===== src/rtl/rf_write_arbiter_pkg.sv =====
// Shared core definitions for the register file write path.
package rf_write_arbiter_pkg;

    localparam int ADDR_W = 5;
    localparam int DATA_W = 32;

    // Architectural zero register: writes to it are dropped everywhere.
    localparam logic [ADDR_W-1:0] REG_ZERO = '0;

    // One register file write request; the pipeline WB stage reuses this.
    typedef struct packed {
        logic [ADDR_W-1:0] addr;
        logic [DATA_W-1:0] data;
    } rf_wr_req_t;

endpackage


===== src/rtl/rf_wr_fifo.sv =====
// Small power-of-two FIFO buffering multi-cycle unit results.
module rf_wr_fifo #(
    parameter int DEPTH = 2,
    parameter int WIDTH = 37
) (
    input  logic             clk,
    input  logic             rst_n,
    input  logic             push,
    input  logic             pop,
    input  logic [WIDTH-1:0] push_data,
    output logic [WIDTH-1:0] head,
    output logic             full,
    output logic             empty
);

    localparam int PTR_W = $clog2(DEPTH);
    localparam logic [PTR_W:0] FULL_CNT = (PTR_W + 1)'(DEPTH);

    logic [WIDTH-1:0] mem [DEPTH];
    logic [PTR_W-1:0] wr_ptr;
    logic [PTR_W-1:0] rd_ptr;
    logic [PTR_W:0]   count;

    // Pointers wrap naturally because DEPTH is a power of two; a push and a pop together leave count unchanged.
    always_ff @(posedge clk or negedge rst_n) begin
        if (!rst_n) begin
            wr_ptr <= '0;
            rd_ptr <= '0;
            count  <= '0;
        end else begin
            if (push) wr_ptr <= wr_ptr + 1'b1;
            if (pop)  rd_ptr <= rd_ptr + 1'b1;
            case ({push, pop})
                2'b10:   count <= count + 1'b1;
                2'b01:   count <= count - 1'b1;
                default: count <= count;
            endcase
        end
    end

    // Storage needs no reset; stale entries are never visible because empty gates the head.
    always_ff @(posedge clk) begin
        if (push) mem[wr_ptr] <= push_data;
    end

    assign head  = mem[rd_ptr];
    assign full  = (count == FULL_CNT);
    assign empty = (count == '0);

endmodule


===== src/rtl/rf_write_arbiter.sv =====
// Shares the register file write port between WB and the multi-cycle unit and tracks MC hazards.
module rf_write_arbiter #(
    parameter int DEPTH      = 2,
    parameter int DATA_W     = rf_write_arbiter_pkg::DATA_W,
    parameter int ADDR_W     = rf_write_arbiter_pkg::ADDR_W,
    parameter int STARVE_LIM = 4
) (
    input  logic              clk,
    input  logic              rst_n,
    input  logic              wb_valid,
    input  logic [ADDR_W-1:0] wb_addr,
    input  logic [DATA_W-1:0] wb_data,
    output logic              wb_stall,
    input  logic              mc_valid,
    input  logic [ADDR_W-1:0] mc_addr,
    input  logic [DATA_W-1:0] mc_data,
    output logic              mc_ready,
    input  logic              mc_issue,
    input  logic [ADDR_W-1:0] mc_issue_addr,
    input  logic              dec_valid,
    input  logic [ADDR_W-1:0] AA,
    input  logic [ADDR_W-1:0] BA,
    input  logic              dec_we,
    input  logic [ADDR_W-1:0] dec_dst,
    output logic              stall,
    output logic              RW,
    output logic [ADDR_W-1:0] DA,
    output logic [DATA_W-1:0] BUS_D
);

    import rf_write_arbiter_pkg::*;

    localparam int NREG  = 1 << ADDR_W;
    localparam int AGE_W = $clog2(STARVE_LIM + 1);
    localparam logic [AGE_W-1:0] AGE_MAX = AGE_W'(STARVE_LIM);

    typedef struct packed {
        logic [ADDR_W-1:0] addr;
        logic [DATA_W-1:0] data;
    } mc_req_t;

    mc_req_t          push_req;
    mc_req_t          head_req;
    logic             full;
    logic             empty;
    logic             push;
    logic             pop;
    logic             wb_req;
    logic [AGE_W-1:0] age;
    logic [NREG-1:0]  busy;
    logic [NREG-1:0]  busy_next;

    assign push_req = '{addr: mc_addr, data: mc_data};
    assign mc_ready = rst_n && !full;
    assign push     = mc_valid && mc_ready && (mc_addr != REG_ZERO);
    assign wb_req   = wb_valid && (wb_addr != REG_ZERO);

    rf_wr_fifo #(
        .DEPTH (DEPTH),
        .WIDTH (ADDR_W + DATA_W)
    ) u_fifo (
        .clk       (clk),
        .rst_n     (rst_n),
        .push      (push),
        .pop       (pop),
        .push_data (push_req),
        .head      (head_req),
        .full      (full),
        .empty     (empty)
    );

    // Write port arbitration: a starved head beats WB, otherwise WB first, then the FIFO fills idle slots.
    always_comb begin
        RW       = 1'b0;
        DA       = '0;
        BUS_D    = '0;
        wb_stall = 1'b0;
        pop      = 1'b0;
        if (rst_n) begin
            if ((age == AGE_MAX) && !empty) begin
                pop      = 1'b1;
                RW       = 1'b1;
                DA       = head_req.addr;
                BUS_D    = head_req.data;
                wb_stall = wb_req;
            end else if (wb_req) begin
                RW    = 1'b1;
                DA    = wb_addr;
                BUS_D = wb_data;
            end else if (!empty) begin
                pop   = 1'b1;
                RW    = 1'b1;
                DA    = head_req.addr;
                BUS_D = head_req.data;
            end
        end
    end

    // Age counts cycles the head has waited without draining, saturating at the starvation limit.
    always_ff @(posedge clk or negedge rst_n) begin
        if (!rst_n) begin
            age <= '0;
        end else if (empty || pop) begin
            age <= '0;
        end else if (age != AGE_MAX) begin
            age <= age + 1'b1;
        end
    end

    // Scoreboard update: clear on drain first so a same-cycle issue to that register wins.
    always_comb begin
        busy_next = busy;
        if (pop) busy_next[head_req.addr] = 1'b0;
        if (mc_issue) busy_next[mc_issue_addr] = 1'b1;
        busy_next[0] = 1'b0;
    end

    // Busy vector register.
    always_ff @(posedge clk or negedge rst_n) begin
        if (!rst_n) busy <= '0;
        else        busy <= busy_next;
    end

    assign stall = rst_n && dec_valid &&
                   (busy[AA] || busy[BA] || (dec_we && busy[dec_dst]) || (mc_issue && full));

endmodule


===== config.mk =====
export PLATFORM = sky130hd
export DESIGN_NAME = rf_write_arbiter
export DESIGN_NICKNAME = d
export VERILOG_FILES = /design/src/rtl/rf_write_arbiter_pkg.sv /design/src/rtl/rf_wr_fifo.sv /design/src/rtl/rf_write_arbiter.sv
export SDC_FILE = /design/constraint.sdc
export NUM_CORES = 1
export LEC_CHECK = 0
export CAP_MARGIN = 10
export CORE_MARGIN = 2
export CORE_UTILIZATION = 45
export CTS_BUF_LIST = sky130_fd_sc_hd__clkbuf_16
export DETAILED_ROUTE_END_ITERATION = 16
export PLACE_DENSITY_LB_ADDON = 0.15
export SYNTH_ARGS = -nofsm -noshare
export SYNTH_HDL_FRONTEND = slang
export SYNTH_SLANG_ARGS = --single-unit

===== constraint.sdc =====
create_clock -name clk -period 2.8 [get_ports clk]
set_clock_uncertainty 0.15 [all_clocks]
set_input_delay 0.7 -clock clk [delete_from_list [all_inputs] [get_ports clk]]
set_output_delay 0.7 -clock clk [all_outputs]
set_load 0.02 [all_outputs]

==> results of run 1 <==
layout by cell type, fill, tap and decap left out, types with 12 or more instances in the layout:
cell             count
mux4_2              16
edfxtp_1            74
dfrtp_1             37
o21ai_4             29
o21ai_0             63
nand2_1             17
nor2_1              12
clkdlybuf4s50_1     84
buf_4               65
nand2_4             36
buf_6               54
mux2i_1             46
inv_1               15
worst min path at each step:
stage	cells after the start	to	from
floorplan	0	age[0]$_DFFE_PN0P_	rst_n
global placement	1	u_fifo.wr_ptr$_DFFE_PN0P_	u_fifo.wr_ptr$_DFFE_PN0P_
detailed placement	1	u_fifo.wr_ptr$_DFFE_PN0P_	u_fifo.wr_ptr$_DFFE_PN0P_
CTS	2	age[0]$_DFFE_PN0P_	rst_n
global route	2	age[0]$_DFFE_PN0P_	rst_n
finish	2	age[0]$_DFFE_PN0P_	rst_n
flip-flops by register name, indices dropped and copies added (netlist names):
name / count
busy: 31
u_fifo.rd_ptr: 1
u_fifo.mem: 74
age: 3
u_fifo.wr_ptr: 1
u_fifo.count: 2
timing repair:
| item | 4_1_cts | 5_1_grt |
|---|---|---|
| setup endpoints to repair | 41 | 40 |
| cloned | 7 | 0 |
| gates resized for setup | 339 | 61 |
| pin swaps | 23 | 23 |
| setup buffers | 11 | 4 |
| hold endpoints to repair | 0 | 0 |
| hold buffers | 0 | 0 |
metal layers:
| layer | global-route usage | vias to the layer above | wire [um] |
|---|---|---|---|
| li1 | - | 2257 | - |
| met3 | 0.0556 | 25 | 948 |
| met2 | 0.454 | 172 | 9240 |
| met5 | 0 | - | 0 |
| met1 | 0.329 | 2456 | 6920 |
| met4 | 0.0839 | 0 | 309 |
cells by family (layout without fill, tap and decap cells):
group,after synthesis,count (layout),synth area share
xor+xnor,5,5,0.00896
compound gates,137,137,0.146
buf+inv,36,262,0.0308
fa+ha+maj,3,3,0.00656
simple gates,110,110,0.0933
mux,71,71,0.160
flops,112,112,0.554
worst max-delay path, delay by kind of cell:
family                 cells  cell delay [ns]
AO/OA/AOI/OAI              2             0.20
buffers and inverters      5             0.67
AND/OR/NAND/NOR            3             0.76
power groups by stage:
stage               sequential, mW  combinational [mW]  clock, mW
floorplan                     2.39                1.68          0
global placement              2.49                2.70          0
detailed placement            2.50                2.76          0
CTS                           2.47                2.99       1.41
global route                  2.54                3.33       1.47
finish                        2.50                3.11       1.40
area by class of cell:
class                   count  area (sq um)  share of cell area
clock buffers               9           225              0.0242
clock inverters             7           101              0.0109
inverters                  14          52.6             0.00566
multi-input cells         326          3130               0.337
flip-flops and latches    112          3170               0.342
well taps                 172           215              0.0232
repair buffers            232          2390               0.258
==> results by group, run 1 <==
Die
  • Core area: ~13000 sq um
  • DIE WIDTH: ~120 um
  • Rows: between 40 and 50
  • Die height: 117 um
  • Starting Density: 0.457
  • Die area: 13600 sq um
  • I/O pin total: roughly 140

Power
  • Pwr per Cell Area: 755 nW/um^2
  • Clock power frac: 0.200
  • Worst ir drop on vdd: 0.000345 V
  • Leakage: around 3.8 nW
  • Combinational share of power: 0.444
  • Switching share of power: 0.357
  • Total power draw: roughly 7.0 mW
  • Switching power: 2.50 mW
  • Reg power frac: 0.356
  • Pint: about 4.5 mW

GRT
  • First-pass GRT wire length: 26.7 mm
  • Gr usage total: 0.261
  • Largest net degree at the start of global routing: 38
  • Gr ovfl total: 0
  • Initial antenna violation count: 0
  • Vias in the first global route: 4993

Critical path
  • CP Cell Sequence: buf_6 > or4_4 > buf_6 > o21ai_4 > nor2_4 > buf_12 > buf_16 > nand2_4 > o21ai_4 > buf_6
  • Flop-to-flop setup slack: ~0.44 ns
  • Critical path required time: 1.95 ns
  • Setup crit start kind: input pin
  • CP Capture Type: output port
  • Critical Path Start: wb_addr[1]
  • WP data arrival: 2.35 ns
  • Crit path to: BUS_D[17]
  • RR Startpoint: u_fifo.count[1]$_DFFE_PN0P_
  • Max incr delay on CP: 0.57 ns
  • Worst reg2reg path depth: 5
  • Most frequent CP cell: buf_6
  • RR Endpoint: u_fifo.mem[0][34]$_DFFE_PP_
  • Crit Path Class: input pin to output port
  • CP max FO: 6
  • CP max stage cell: or4_4

Clocking
  • Bufs on Longest Clock Path: 2
  • Reg clk slew, reported paths: 0.08 ns
  • Clock sink count: 112
  • Htree depth: 3
  • Clock latency on the worst-skew pair: 0.35 ns
  • Clock Tree Root: clkbuf_16
  • CTS Buf Count: 9
  • CTS tree: yes

Timing
  • Hold Violations, Final: 0
  • Fin Hold WS: 0.186 ns
  • Setup TNS: -13.11 ns
  • Fin crit share: 1.14
  • Final setup fails: 40
  • Setup ws final: -0.404 ns
  • Slew HR: 0.286
  • Minimum clock period: 3.20 ns
  • Measured slew at the worst slew-check pin: approximately 1.1 ns
  • Max Slew Vio Count: 0
  • Unrepaired setup endpoints after global routing: yes
  • Max Clk Rate: 312 MHz

Synth
  • Post-synth top area share: 0.388
  • Post-synth cell types: 51
  • Syn Nets: 578
  • Synth Warn #: 0
  • Number of flops mapped to enable cells by yosys: 74
  • Most instantiated cells after synthesis: o21ai_0, edfxtp_1, nand2_1, mux2i_1, dfrtp_1
  • Avg Inst Size Synth: 12.1 sq um
  • Synth Flop Type: edfxtp_1
  • Synthesized instance count: 474
  • Synthesized cell area: approximately 5700 sq um
  • Synth async-reset ratio: 0.339
  • Post-synthesis sequential element count: about 110
  • Sequential share of the synthesized area: 0.554
  • Top post-synthesis cells by area: edfxtp_1, dfrtp_1, mux2i_1, o21ai_0, mux4_2
  • Count leader, synth: o21ai_0
  • Most area-hungry cell type in the Yosys netlist: edfxtp_1

Cells and area
  • Layout cells sized above 1: 0.389
  • Net total in the final layout: 799
  • ANT cells: 0
  • Area Growth Syn to Fin: 62.2%
  • Final Instance Count excl. Fillers: 872
  • Core Util, Final: 0.742
  • Post-route design area: 9290 sq um
  • Layout fillers: 842

Route
  • Routed vias: 4910
  • ANT nets after route: 0
  • First drt pass iteration count: 5
  • Post-Route WL: 17.4 mm
  • Routed len/inst: around 20 um
  • Routed vias/inst: 5.63
  • Iter 0 DRT Violations: 296
  • Residual DRC: 0

Status
  • Failing checks: setup timing
  • Status: complete, but fails checks

Hold path
  • Hold WC Path Type: input pin to async pin

Placement
  • Pre-CTS setup slack: -1.18 ns
  • DP Area: 8170 sq um
  • HPWL Detailed: 11.4 mm
  • Placed instance count: between 800 and 900
  • I/O Buffers: 141
  • GP Congestion: between 0.9 and 1

Job
  • Max_cap viols: 0
(Power assumes the default switching activity.)
==> run 2, diff against run 1 <==
- GPL_TIMING_DRIVEN: unset -> 0
==> results by group, run 2 (synthesis results as in run 1) <==
Critical path
  • Max incr delay on CP: 0.57 ns (about the same)
  • RR Startpoint: age[0]$_DFFE_PN0P_ (was u_fifo.count[1]$_DFFE_PN0P_)
  • Most frequent CP cell: buf_6 (unchanged)
  • CP Capture Type: output port (unchanged)
  • CP Cell Sequence: buf_6 > or4_4 > o211ai_4 > nand2_4 > buf_8 > clkbuf_16 > o21ai_4 > buf_6 (was buf_6 > or4_4 > buf_6 > o21ai_4 > nor2_4 > buf_12 > buf_16 > nand2_4 > o21ai_4 > buf_6)
  • Setup crit start kind: input pin (unchanged)
  • WP data arrival: 2.29 ns (was 2.35 ns)
  • Crit path to: BUS_D[20] (was BUS_D[17])
  • CP max stage cell: or4_4 (unchanged)
  • Critical path required time: 1.95 ns (about the same)
  • Crit Path Class: input pin to output port (unchanged)
  • Worst reg2reg path depth: 11 (was 5)
  • RR Endpoint: u_fifo.count[1]$_DFFE_PN0P_ (was u_fifo.mem[0][34]$_DFFE_PP_)
  • Critical Path Start: wb_addr[1] (unchanged)
  • Flop-to-flop setup slack: 0.55 ns (was 0.44 ns)
  • CP max FO: 5 (was 6)

Route
  • Iter 0 DRT Violations: 281 (was 296)
  • Residual DRC: 0 (unchanged)
  • ANT nets after route: 0 (unchanged)
  • Routed len/inst: 19.0 um (was 20.0 um)
  • Routed vias/inst: 5.66 (was 5.63)
  • First drt pass iteration count: 5 (unchanged)
  • Routed vias: 4644 (was 4910)
  • Post-Route WL: 15.5 mm (was 17.4 mm)

Cells and area
  • Layout cells sized above 1: 0.314 (was 0.389)
  • Net total in the final layout: 746 (was 799)
  • Post-route design area: 8520 sq um (was 9290 sq um)
  • Commonest non-fill, non-tap cell in the layout: clkdlybuf4s50_1 (unchanged)
  • Most frequent cells in the layout: clkdlybuf4s50_1, edfxtp_1, o21ai_0 (was clkdlybuf4s50_1, edfxtp_1, buf_4)
  • Layout fillers: 923 (was 842)
  • Top flop regs: u_fifo.mem x74, busy x31, age x3 (unchanged)
  • Area Growth Syn to Fin: 48.9% (was 62.2%)
  • Biggest register: u_fifo.mem (unchanged)
  • Core Util, Final: 0.681 (was 0.742)
  • Largest register FFs: 74 (unchanged)

Clocking
  • CTS Buf Count: 9 (unchanged)
  • Bufs on Longest Clock Path: 2 (unchanged)
  • CTS tree: yes (unchanged)
  • Clock sink count: 112 (unchanged)
  • Clock Tree Root: clkbuf_16 (unchanged)
  • Htree depth: 3 (unchanged)
  • Clock latency on the worst-skew pair: 0.34 ns (was 0.35 ns)
  • Reg clk slew, reported paths: 0.07 ns (was 0.08 ns)

Timing
  • Setup ws final: -0.338 ns (was -0.404 ns)
  • Fin Hold WS: 0.0368 ns (was 0.186 ns)
  • Fin crit share: 1.12 (was 1.14)
  • Slew HR: 0.388 (was 0.286)
  • Minimum clock period: 3.14 ns (was 3.20 ns)
  • Max Clk Rate: 319 MHz (was 312 MHz)
  • Measured slew at the worst slew-check pin: 0.918 ns (was 1.07 ns)
  • Hold Violations, Final: 0 (unchanged)
  • Final setup fails: 40 (unchanged)
  • Max Slew Vio Count: 0 (unchanged)
  • Unrepaired setup endpoints after global routing: yes (unchanged)

GRT
  • Gr usage total: 0.231 (was 0.261)
  • Gr ovfl total: 0 (unchanged)
  • First-pass GRT wire length: 24.1 mm (was 26.7 mm)
  • Vias in the first global route: 4700 (was 4993)
  • Initial antenna violation count: 1 (was 0)
  • Largest net degree at the start of global routing: 40 (was 38)

Hold path
  • Hold WC Path Type: input pin to async pin (unchanged)

Die
  • Die area: 13600 sq um (unchanged)
  • DIE WIDTH: 117 um (unchanged)
  • Core area: 12500 sq um (unchanged)
  • Die height: 117 um (unchanged)
  • Starting Density: 0.457 (unchanged)
  • Rows: 41 (unchanged)
  • I/O pin total: 142 (unchanged)

Placement
  • HPWL Detailed: 10.8 mm (was 11.4 mm)
  • I/O Buffers: 134 (was 141)
  • GP Congestion: 0.866 (was 0.929)
  • DP Area: 7610 sq um (was 8170 sq um)

Status
  • Failing checks: setup timing (unchanged)
  • Status: complete, but fails checks (unchanged)

Power
  • Pwr per Cell Area: 785 nW/um^2 (was 755 nW/um^2)
  • Worst ir drop on vdd: 0.000368 V (was 0.000345 V)
  • Leakage: 3.25 nW (was 3.81 nW)

Job
  • Max_cap viols: 0 (unchanged)
## run 2: worst min-delay path by stage
| stage | start | endpoint | cells after the start |
|---|---|---|---|
| CTS | rst_n | u_fifo.count[0]$_DFFE_PN0P_ | 1 |
| global route | rst_n | busy[22]$_DFF_PN0_ | 1 |
| floorplan | rst_n | age[0]$_DFFE_PN0P_ | 0 |
| global placement | u_fifo.wr_ptr$_DFFE_PN0P_ | u_fifo.wr_ptr$_DFFE_PN0P_ | 1 |
| detailed placement | u_fifo.count[1]$_DFFE_PN0P_ | u_fifo.count[1]$_DFFE_PN0P_ | 1 |
| finish | rst_n | busy[23]$_DFF_PN0_ | 1 |
## run 2: worst max-delay path, delay by kind of cell
kind	cells	cell delay, ns
and+or+nand+nor	2	0.66
buffers and inverters	4	0.53
AOI/OAI and AO/OA	2	0.38
## run 2: layout make-up
| type | instances | area [sq um] | area share |
|---|---|---|---|
| flip-flops and latches | 112 | 3170 | 0.372 |
| multi-input cells | 327 | 2870 | 0.337 |
| repair buffers | 156 | 1640 | 0.192 |
| plain buffers | 22 | 240 | 0.0282 |
| clock buffers | 9 | 225 | 0.0264 |
| well taps | 172 | 215 | 0.0252 |
| clock inverters | 7 | 106 | 0.0125 |
| inverters | 14 | 52.6 | 0.00616 |
| diodes | 1 | 2.50 | 0.000294 |
## run 2: routing by layer
| layer | wire (um) | track usage | vias up |
|---|---|---|---|
| met2 | 7710 | 0.384 | 173 |
| met4 | 280 | 0.0690 | 0 |
| li1 | - | - | 2139 |
| met1 | 6500 | 0.309 | 2309 |
| met5 | 0 | 0 | - |
| met3 | 1050 | 0.0484 | 23 |
## run 2: where the power goes
group	internal, mW	total, mW	switching, mW
combinational	1.34	2.78	1.44
clock	0.804	1.41	0.605
sequential	2.16	2.51	0.341
total	4.31	6.69	2.38
## run 2: metrics by stage
step / cells / power [mW] / TNS [ns] / setup slack, ns
6_report: 820 / 6.69 / -11.59 / -0.338
4_1_cts: 816 / 6.60 / -11.50 / -0.347
2_1_floorplan: 474 / 4.07 / -4.75 / -0.127
5_1_grt: 820 / 7.03 / -13.06 / -0.380
3_3_place_gp: 780 / 4.84 / -307.66 / -2.90
3_5_place_dp: 780 / 4.92 / -165.40 / -1.94
## run 2: timing repair
item,4_1_cts,5_1_grt
setup buffers,17,3
gates resized for setup,333,33
pin swaps,16,13
endpoints found under the hold margin,0,0
hold buffers,0,0
setup endpoints to repair,149,77
cloned,4,1
